$ cat config.mk
export PLATFORM = sky130hd
export DESIGN_NAME = shark_scheduler
export DESIGN_NICKNAME = d
export VERILOG_FILES = /design/src/rtl/shark_scheduler_pkg.sv /design/src/rtl/shark_scheduler_lfsr8.sv /design/src/rtl/shark_scheduler.sv
export SDC_FILE = /design/constraint.sdc
export NUM_CORES = 1
export LEC_CHECK = 0
export CAP_MARGIN = 0
export CORE_ASPECT_RATIO = 0.7
export CORE_MARGIN = 5
export CORE_UTILIZATION = 40
export DETAILED_ROUTE_END_ITERATION = 16
export PLACE_DENSITY = 0.62
export SYNTH_ARGS = -nofsm -noshare
export SYNTH_HDL_FRONTEND = slang
export SYNTH_SLANG_ARGS = --single-unit
$ cat constraint.sdc
create_clock -name clk -period 9.6 [get_ports clk]
set_input_delay 1.92 -clock clk [delete_from_list [all_inputs] [get_ports clk]]
set_output_delay 1.92 -clock clk [all_outputs]
set_load 0.1 [all_outputs]
$ cat src/rtl/shark_scheduler_pkg.sv
// Shared constants and types for the shark obstacle scheduler.
// Screen limits, sprite size, FSM states and the LFSR seed/taps live here.
package shark_scheduler_pkg;

  localparam int MAX_X    = 640;
  localparam int MAX_Y    = 480;
  localparam int SPRITE_W = 16;

  // Fibonacci taps for x^8+x^6+x^5+x^4+1 on a left-shifting register.
  localparam logic [7:0] LFSR_SEED = 8'hA5;
  localparam logic [7:0] LFSR_TAPS = 8'hB8;

  typedef enum logic [1:0] {IDLE, RUN, OVER} state_t;

endpackage

$ cat src/rtl/shark_scheduler_lfsr8.sv
// Free-running 8-bit Fibonacci LFSR with an asynchronous-reset seed.
// Only the low seven bits leave the block; bit 7 feeds back internally.
module lfsr8
  import shark_scheduler_pkg::*;
(
  input  logic       clk,
  input  logic       reset,
  output logic [6:0] rnd
);

  logic [7:0] state;

  always_ff @(posedge clk or posedge reset) begin
    if (reset) state <= LFSR_SEED;
    else       state <= {state[6:0], ^(state & LFSR_TAPS)};
  end

  assign rnd = state[6:0];

endmodule

$ cat src/rtl/shark_scheduler.sv
// Spawns, scrolls, retires and collision-checks shark obstacles per frame.
// Drives per-slot sprite positions, the hit pulse, game_over and the score.
module shark_scheduler #(
  parameter int N_SLOTS      = 4,
  parameter int SPAWN_PERIOD = 60,
  parameter int SPEED        = 2,
  parameter int START_X      = 624,
  parameter int Y_MIN        = 300,
  parameter int SPRITE_W     = shark_scheduler_pkg::SPRITE_W
)(
  input  logic                   clk,
  input  logic                   reset,
  input  logic                   frame_tick,
  input  logic                   start,
  input  logic [9:0]             y_x,
  input  logic [9:0]             y_y,
  output logic [10*N_SLOTS-1:0]  shark_x,
  output logic [10*N_SLOTS-1:0]  shark_y,
  output logic [N_SLOTS-1:0]     shark_active,
  output logic                   hit,
  output logic                   game_over,
  output logic [7:0]             score
);
  import shark_scheduler_pkg::*;

  localparam int              TW         = $clog2(SPAWN_PERIOD + 1);
  localparam logic [TW-1:0]   TIMER_LAST = TW'(SPAWN_PERIOD - 1);
  localparam logic [9:0]      SPEED_V    = 10'(SPEED);
  localparam logic [9:0]      START_V    = 10'(START_X);
  localparam logic [9:0]      YMIN_V     = 10'(Y_MIN);
  localparam logic [10:0]     SPRITE_V   = 11'(SPRITE_W);

  state_t             state;
  logic [TW-1:0]      timer;
  logic [6:0]         rnd;
  logic [9:0]         xs [N_SLOTS];
  logic [9:0]         ys [N_SLOTS];
  logic [N_SLOTS-1:0] active;
  logic               check_pending;

  logic [N_SLOTS-1:0] free;
  logic [N_SLOTS-1:0] spawn_onehot;
  logic [N_SLOTS-1:0] retire;
  logic [N_SLOTS-1:0] overlap;
  logic               spawn_now;
  logic [7:0]         score_next;

  lfsr8 u_lfsr (
    .clk   (clk),
    .reset (reset),
    .rnd   (rnd)
  );

  // Lowest free slot wins: isolate the least significant set bit of the free mask.
  assign free         = ~active;
  assign spawn_onehot = free & (~free + N_SLOTS'(1));
  assign spawn_now    = (timer == TIMER_LAST) && (|free);

  for (genvar i = 0; i < N_SLOTS; i++) begin : g_slot
    assign retire[i]  = active[i] && (xs[i] < SPEED_V);
    assign overlap[i] = active[i]
                     && ({1'b0, xs[i]} < ({1'b0, y_x} + SPRITE_V))
                     && ({1'b0, y_x}   < ({1'b0, xs[i]} + SPRITE_V))
                     && ({1'b0, ys[i]} < ({1'b0, y_y} + SPRITE_V))
                     && ({1'b0, y_y}   < ({1'b0, ys[i]} + SPRITE_V));
    assign shark_x[10*i +: 10] = xs[i];
    assign shark_y[10*i +: 10] = ys[i];
  end

  assign shark_active = active;

  always_comb begin
    score_next = score;
    for (int i = 0; i < N_SLOTS; i++) begin
      if (retire[i] && (score_next != 8'hFF)) score_next = score_next + 8'd1;
    end
  end

  // Collision is judged the cycle after a tick, once the moved positions are visible.
  always_ff @(posedge clk or posedge reset) begin
    if (reset) begin
      state         <= IDLE;
      timer         <= '0;
      hit           <= 1'b0;
      game_over     <= 1'b0;
      score         <= '0;
      check_pending <= 1'b0;
      active        <= '0;
      for (int i = 0; i < N_SLOTS; i++) begin
        xs[i] <= '0;
        ys[i] <= '0;
      end
    end else begin
      hit           <= 1'b0;
      check_pending <= 1'b0;
      case (state)
        IDLE, OVER: begin
          if (start) begin
            state     <= RUN;
            game_over <= 1'b0;
            timer     <= '0;
            score     <= '0;
            active    <= '0;
            for (int i = 0; i < N_SLOTS; i++) begin
              xs[i] <= '0;
              ys[i] <= '0;
            end
          end
        end
        RUN: begin
          if (check_pending && (|overlap)) begin
            state     <= OVER;
            hit       <= 1'b1;
            game_over <= 1'b1;
          end else if (frame_tick) begin
            check_pending <= 1'b1;
            score         <= score_next;
            if (timer != TIMER_LAST) timer <= timer + TW'(1);
            else if (|free)          timer <= '0;
            for (int i = 0; i < N_SLOTS; i++) begin
              if (spawn_now && spawn_onehot[i]) begin
                xs[i]     <= START_V;
                ys[i]     <= YMIN_V + {3'b000, rnd};
                active[i] <= 1'b1;
              end else if (retire[i]) begin
                active[i] <= 1'b0;
              end else if (active[i]) begin
                xs[i] <= xs[i] - SPEED_V;
              end
            end
          end
        end
        default: state <= IDLE;
      endcase
    end
  end

endmodule

## After elaboration in Yosys (flattened, before gate mapping)

Cells that the tools add are included.

- Reductions and logical operators: 52
- Multiplexer cells: 60
- Eq/ne operators: 29
- Bitwise gates (word level): 3
- $lt $le $gt $ge: 20
- $add $sub $neg: 21

Operator list:

| kind | count |
|---|---|
| $mux 40 | 5 |
| $lt 10x11->1 | 16 |
| $mux 10 | 16 |
| $pmux 40 s2 | 2 |
| $add 10x5->11 const B | 10 |
| $mux 8 | 7 |
| $reduce_and 5->1 | 9 |
| $lt 10x2->1 const B | 4 |
| $sub 10x2->10 const B | 4 |
| $ne 3x3->1 const B | 13 |
| $add 8x1->8 const B | 4 |
| $ne 8x8->1 const B | 4 |
| $logic_and 1x1->1 | 30 |
| $mux 6 | 5 |
| $reduce_and 6->1 | 4 |
| $ne 2x2->1 const B | 8 |
| $pmux 8 s2 | 1 |
| $mux 1 | 15 |
| $mux 4 | 3 |
| $pmux 6 s2 | 1 |
| $add 9x7->10 const A | 1 |
| $not 4->4 | 2 |
| $pmux 4 s2 | 1 |
| $reduce_or 4->1 | 2 |
| 17 further kinds | 18 |

- Input port bits: 24
- Flip-flop bits (word level): 111
- Output and inout bits: 94
- Logic and storage cells: 204

## Longest topological paths before layout

- Depth in word-level cells: 16
- Gate-level depth with buffers: 25
- Mapped depth without buffers: 23

## Cells and area by module

Synthesis repeated with hierarchy kept, for this count alone.

- Cell total of the unflattened synthesis: 1113
- Area total of the unflattened synthesis: 9699.3 um^2

By module, submodules not included:

| module | seq. area each (um^2) | area an instance (um^2) | cells each | instances |
|---|---|---|---|---|
| shark_scheduler | 2377.3 | 9411.5 | 1094 | 1 |
| lfsr8 | 205.2 | 287.8 | 19 | 1 |

## Worst setup path after synthesis

Ideal clock, no wire load.

- Path kind: reg-to-reg
- Start point: register score[5]
- End point: register score[5]
- Slack: 3389 ps
- Path buffers: 2
- Data required time: 9480 ps
- Arrival: 6092 ps
- Cell stages (with the launch flop): 23
- Period minus slack after synthesis: 6211 ps
- Setup time: 120 ps
- Cells stage by stage: dfrtp_1 > buf_2 > nand4_1 > nor3_2 > nor2_1 > mux2_2 > ha_1 > buf_4 > o221ai_2 > o31ai_4 > xnor2_1 > ha_1 > nor3b_1 > a22oi_1 > o22ai_1 > a21bo_2 > o21ai_2 > mux2_2 > ha_1 > o211ai_4 > o41ai_2 > or4_1 > a31o_1

- Cells in the longest elaborated chain, start to end: 15
- Elaborated cells between the ends (all ways): 19
- Classes of those cells: 4 x add/sub; 4 x eq/ne; 7 x mux; 4 x reduce/logical

RTL lines:

| item | RTL line | source |
|---|---|---|
| from (decl) | shark_scheduler.sv:22 | `output logic [7:0] score` |
| from (signal assigned) | shark_scheduler.sv:117 | `score <= score_next;` |
| parallel branches: the longest is 2 deep, another holds $add 8x1->8 | -- |  |
| $mux 8 (*) | shark_scheduler.sv:75 | `if (retire[i] && (score_next != 8'hFF)) score_next = score_next + 8'd1;` |
| parallel branches: the longest is 2 deep, another holds $add 8x1->8 | -- |  |
| $mux 8 (*) | shark_scheduler.sv:75 |  |
| parallel branches: the longest is 2 deep, another holds $add 8x1->8 | -- |  |
| $mux 8 (*) | shark_scheduler.sv:75 |  |
| parallel branches: the longest is 2 deep, another holds $add 8x1->8 | -- |  |
| $mux 8 (*) | shark_scheduler.sv:75 |  |
| $mux 8 (*) | shark_scheduler.sv:115 | `end else if (frame_tick) begin` |
| $mux 8 (*) | shark_scheduler.sv:111 | `if (check_pending && (\|overlap)) begin` |
| $pmux 8 s2 (*) | shark_scheduler.sv:96 | `case (state)` |

Mark *: on every way between the ends. The select of a mux whose other input is x is not followed.
A chain may end at the register's enable or synchronous reset.

## Worst setup path in the final report

- Start point: input y_x[4]
- End point: register score[7]

- Cells in the longest elaborated chain, start to end: 10
- Elaborated cells between the ends (all ways): 29
- Classes of those cells: 1 x add/sub; 8 x order compare; 1 x eq/ne; 19 x reduce/logical

RTL lines:

| item | RTL line | source |
|---|---|---|
| from (decl) | shark_scheduler.sv:15 | `input logic [9:0] y_x,` |
| $add 10x5->11 | shark_scheduler.sv:62 | `&& ({1'b0, xs[i]} < ({1'b0, y_x} + SPRITE_V))` |
| $lt 10x11->1 | shark_scheduler.sv:62 |  |
| $logic_and 1x1->1 | shark_scheduler.sv:62 |  |
| $logic_and 1x1->1 | shark_scheduler.sv:63 | `&& ({1'b0, y_x} < ({1'b0, xs[i]} + SPRITE_V))` |
| $logic_and 1x1->1 | shark_scheduler.sv:64 | `&& ({1'b0, ys[i]} < ({1'b0, y_y} + SPRITE_V))` |
| $logic_and 1x1->1 | shark_scheduler.sv:65 | `&& ({1'b0, y_y} < ({1'b0, ys[i]} + SPRITE_V));` |
| $reduce_or 4->1 (*) | shark_scheduler.sv:111 |  |
| $logic_and 1x1->1 (*) | shark_scheduler.sv:111 |  |
| $ne 2x2->1 (no source line) (*) | -- |  |
| $reduce_and 4->1 (no source line) (*) | -- |  |

Every way passes the cells marked *; elsewhere a longest branch is shown, timed or not.

==> run metrics <==
die width 199 um; CP delay by family, top compound AO/OA/AOI/OAI gates; worst hold margin 0.401 ns; ys flop type dfrtp_1; placed cells 1513; Max Root-Sink Buffers 2; Congestion Overflow GR 0; Async SR Flop Fraction 100%; status finished, final reports clean; # setup viols final 0; via count 9380; PortBufs 109; Die Y 143 um; sw frac 50.5%; Final #Nets 1381; flops & latches, synth 103; Yosys cell types 96; final antenna diode count 0; synthesized netlist cell count 1111; initial antenna violation count 0; leading post-synthesis cells by cell area dfrtp_1, ha_1, o21ai_0; total setup buffers inserted after CTS 0; hold_buf cts 0; pin count of the biggest net entering global routing 72; worst endpoint data arrival time 6.90 ns; filler instances 2384; CP max FO 21; share of the synthesized area in the top cell type 24.7%; worst-path cell chain clkdlybuf4s50_1 -> ha_1 -> and3_1 -> xnor2_1 -> ha_1 -> o21a_1 -> o21a_1 -> o31a_1 -> a2111oi_0 -> nand4b_1 -> a41oi_1 -> a31oi_1 -> and4_1 -> nand2_1 -> inv_1 -> a32oi_1 -> nand3_1; RSZ-0062 raised after global routing false; Slew headroom 31.2%; Clk Latency, worst-skew pair 0.37 ns; gr usage total 23.3%; Core Region 24700 um^2; Initial Utilization 40.7%; Crit Path Category in2reg; Final WS setup 2.95 ns; Max H-tree Level 3; Critical Path RT 9.85 ns; Flop pwr share 32.1%; Total Wirelength 33.2 mm; # DRC 0; dpl ws 2.71 ns; first drt pass iteration count 6; share of cells above drive strength 1 6.23%; Sum Neg Setup Slack 0 ns; Worst-path clk slew 0.08 ns; max-capacitance violation count 0; clk sinks 103; Mean Syn Cell Area 9.03 um^2; Tmin final 6.65 ns; register area share after synthesis 25.7%; Final Util 47.0%; TritonCTS Buffers 9; leakage 5.10 nW; area of the die 28400 um^2; FP Rows 48; combinational share of power 48.5%; synth-to-layout area growth 15.6%; Root Driver clkbuf_16; num ports 118; Resized cells post-CTS 0; Peak Freq 150 MHz; Max VDD drop 248 uV; EDFF count, synth 0; Max Slew Vio Count 0; 1st-iter DRT viols 792; via/cell ratio 6.13; Min-Delay Path Class reg2reg; period utilization 69.2%; clock skew 0.0126 ns; CP max-delay cell clkdlybuf4s50_1; Yosys top cell by area dfrtp_1; CP bufs+invs 2; Finished Layout Cells 1529; post-DR wirelength/cell 21.7 um; CP max stage delay 0.58 ns; CTS tree built; Yosys warning count 0; Mapped Area 10000 um^2; vias in the first global route 8727; Worst Max-Slew Pin Slew 1.03 ns; clock network fraction of total power 19.3%; gpl congestion 0.960; pwr/cell area 165 nW/um^2; startpoint types primary input; crit end category flip-flop; first-pass GRT wire length 52.2 mm; Internal Power 946 uW; Final HPWL DP 26.3 mm; final-report hold violation count 0; NetSw 966 uW; antenna-violating nets left 0
==> synthesized netlist by cell type, types with 18 or more instances <==
cell type,count
nand2_1,64
ha_1,158
nor2b_1,18
nor2_1,50
nand3_1,52
a22o_1,28
a21o_1,25
dfrtp_1,99
inv_1,62
xnor2_1,31
clkbuf_1,22
a21oi_1,58
o21ai_0,76
o21a_1,26
xor2_1,27
==> area by class of cell <==
class                      instances  area [um^2]  share of cell area, %
multi-input combinational        909         6970                   60.0
timing repair buffer             114         1130                   9.73
clock inverter                     5         40.0                  0.345
inverter                          62          235                   2.03
clock buffer                      11          243                   2.09
tap                              325          407                   3.50
sequential                       103         2580                   22.3
==> power groups by stage <==
stage	combinational [mW]	sequential (mW)	clock, mW
2_1_floorplan	0.417	0.843	0
3_3_place_gp	0.904	0.620	0
3_5_place_dp	0.914	0.618	0
4_1_cts	0.922	0.610	0.376
5_1_grt	0.999	0.623	0.391
6_report	0.928	0.615	0.369
==> worst reg2reg max path, delay by kind of cell, from the launching register on <==
| family | cells | cell delay, ns |
|---|---|---|
| fa+ha+maj | 4 | 1.39 |
| buf+inv | 1 | 0.11 |
| flops | 1 | 0.54 |
| compound gates | 9 | 2.21 |
| xor+xnor | 2 | 0.41 |
| mux | 1 | 0.39 |
| simple gates | 5 | 1.47 |
==> path summary, 6_finish.rpt <==
kind,from,end,slack [ns],cells after the start
max,y_x[4],score[7],2.95,17
min,u_lfsr.state[3],u_lfsr.state[4],0.40,0
max reg2reg,score[0],score[5],2.96,22
min reg2reg,u_lfsr.state[3],u_lfsr.state[4],0.40,0
max in group asynchronous,reset,shark_y[26],6.37,3
min in group asynchronous,reset,shark_x[12],1.92,2
==> cell families (layout without fill, tap and decap cells) <==
group	count (synthesis)	count (layout)	share of synthesized area, %
buffers and inverters	106	192	5.20
AO/OA/AOI/OAI	345	345	24.4
AND/OR/NAND/NOR	324	324	18.1
XOR/XNOR	59	59	5.22
other	1	8	0.0374
flip-flops	103	103	25.7
multiplexers	15	15	1.62
adder cells (fa/ha/maj)	158	158	19.7
==> state kept, by name, summed over array words and instances, names as in the netlist, 2 cells and up <==
| signal | cells |
|---|---|
| timer | 6 |
| shark_active | 4 |
| shark_y | 36 |
| shark_x | 36 |
| score | 8 |
| state | 2 |
| u_lfsr.state | 8 |
==> layer usage <==
layer / GRT usage, % / vias to the layer above / wire, um
li1: - / 4334 / -
met1: 37.4 / 4612 / 16800
met2: 31.8 / 409 / 13100
met3: 4.90 / 25 / 2970
met4: 4.07 / 0 / 351
met5: 0 / - / 0
==> cell usage in the layout, fill, tap and decap left out, types with 8 or more instances in the layout <==
cell	instances
a211oi_1	14
a21o_1	25
a21oi_1	57
a22o_1	28
a31oi_1	12
and3_1	16
clkbuf_16	9
clkdlybuf4s50_1	109
conb_1	8
dfrtp_1	99
ha_1	158
inv_1	61
mux2i_1	8
nand2_1	64
nand2b_1	17
nand3_1	52
nand4_1	12
nor2_1	50
nor2b_1	18
nor3_1	17
o211ai_1	14
o21a_1	26
o21ai_0	76
o31ai_1	12
or2_2	10
or3_1	8
xnor2_1	31
xor2_1	27
==> through the flow <==
| stage | total power, mW | cell area [um^2] |
|---|---|---|
| floorplan | 1.26 | 10100 |
| global placement | 1.52 | 11300 |
| detailed placement | 1.53 | 11300 |
| CTS | 1.91 | 11600 |
| global route | 2.01 | 11600 |
| finish | 1.91 | 11600 |
(Power assumes the default switching activity.)
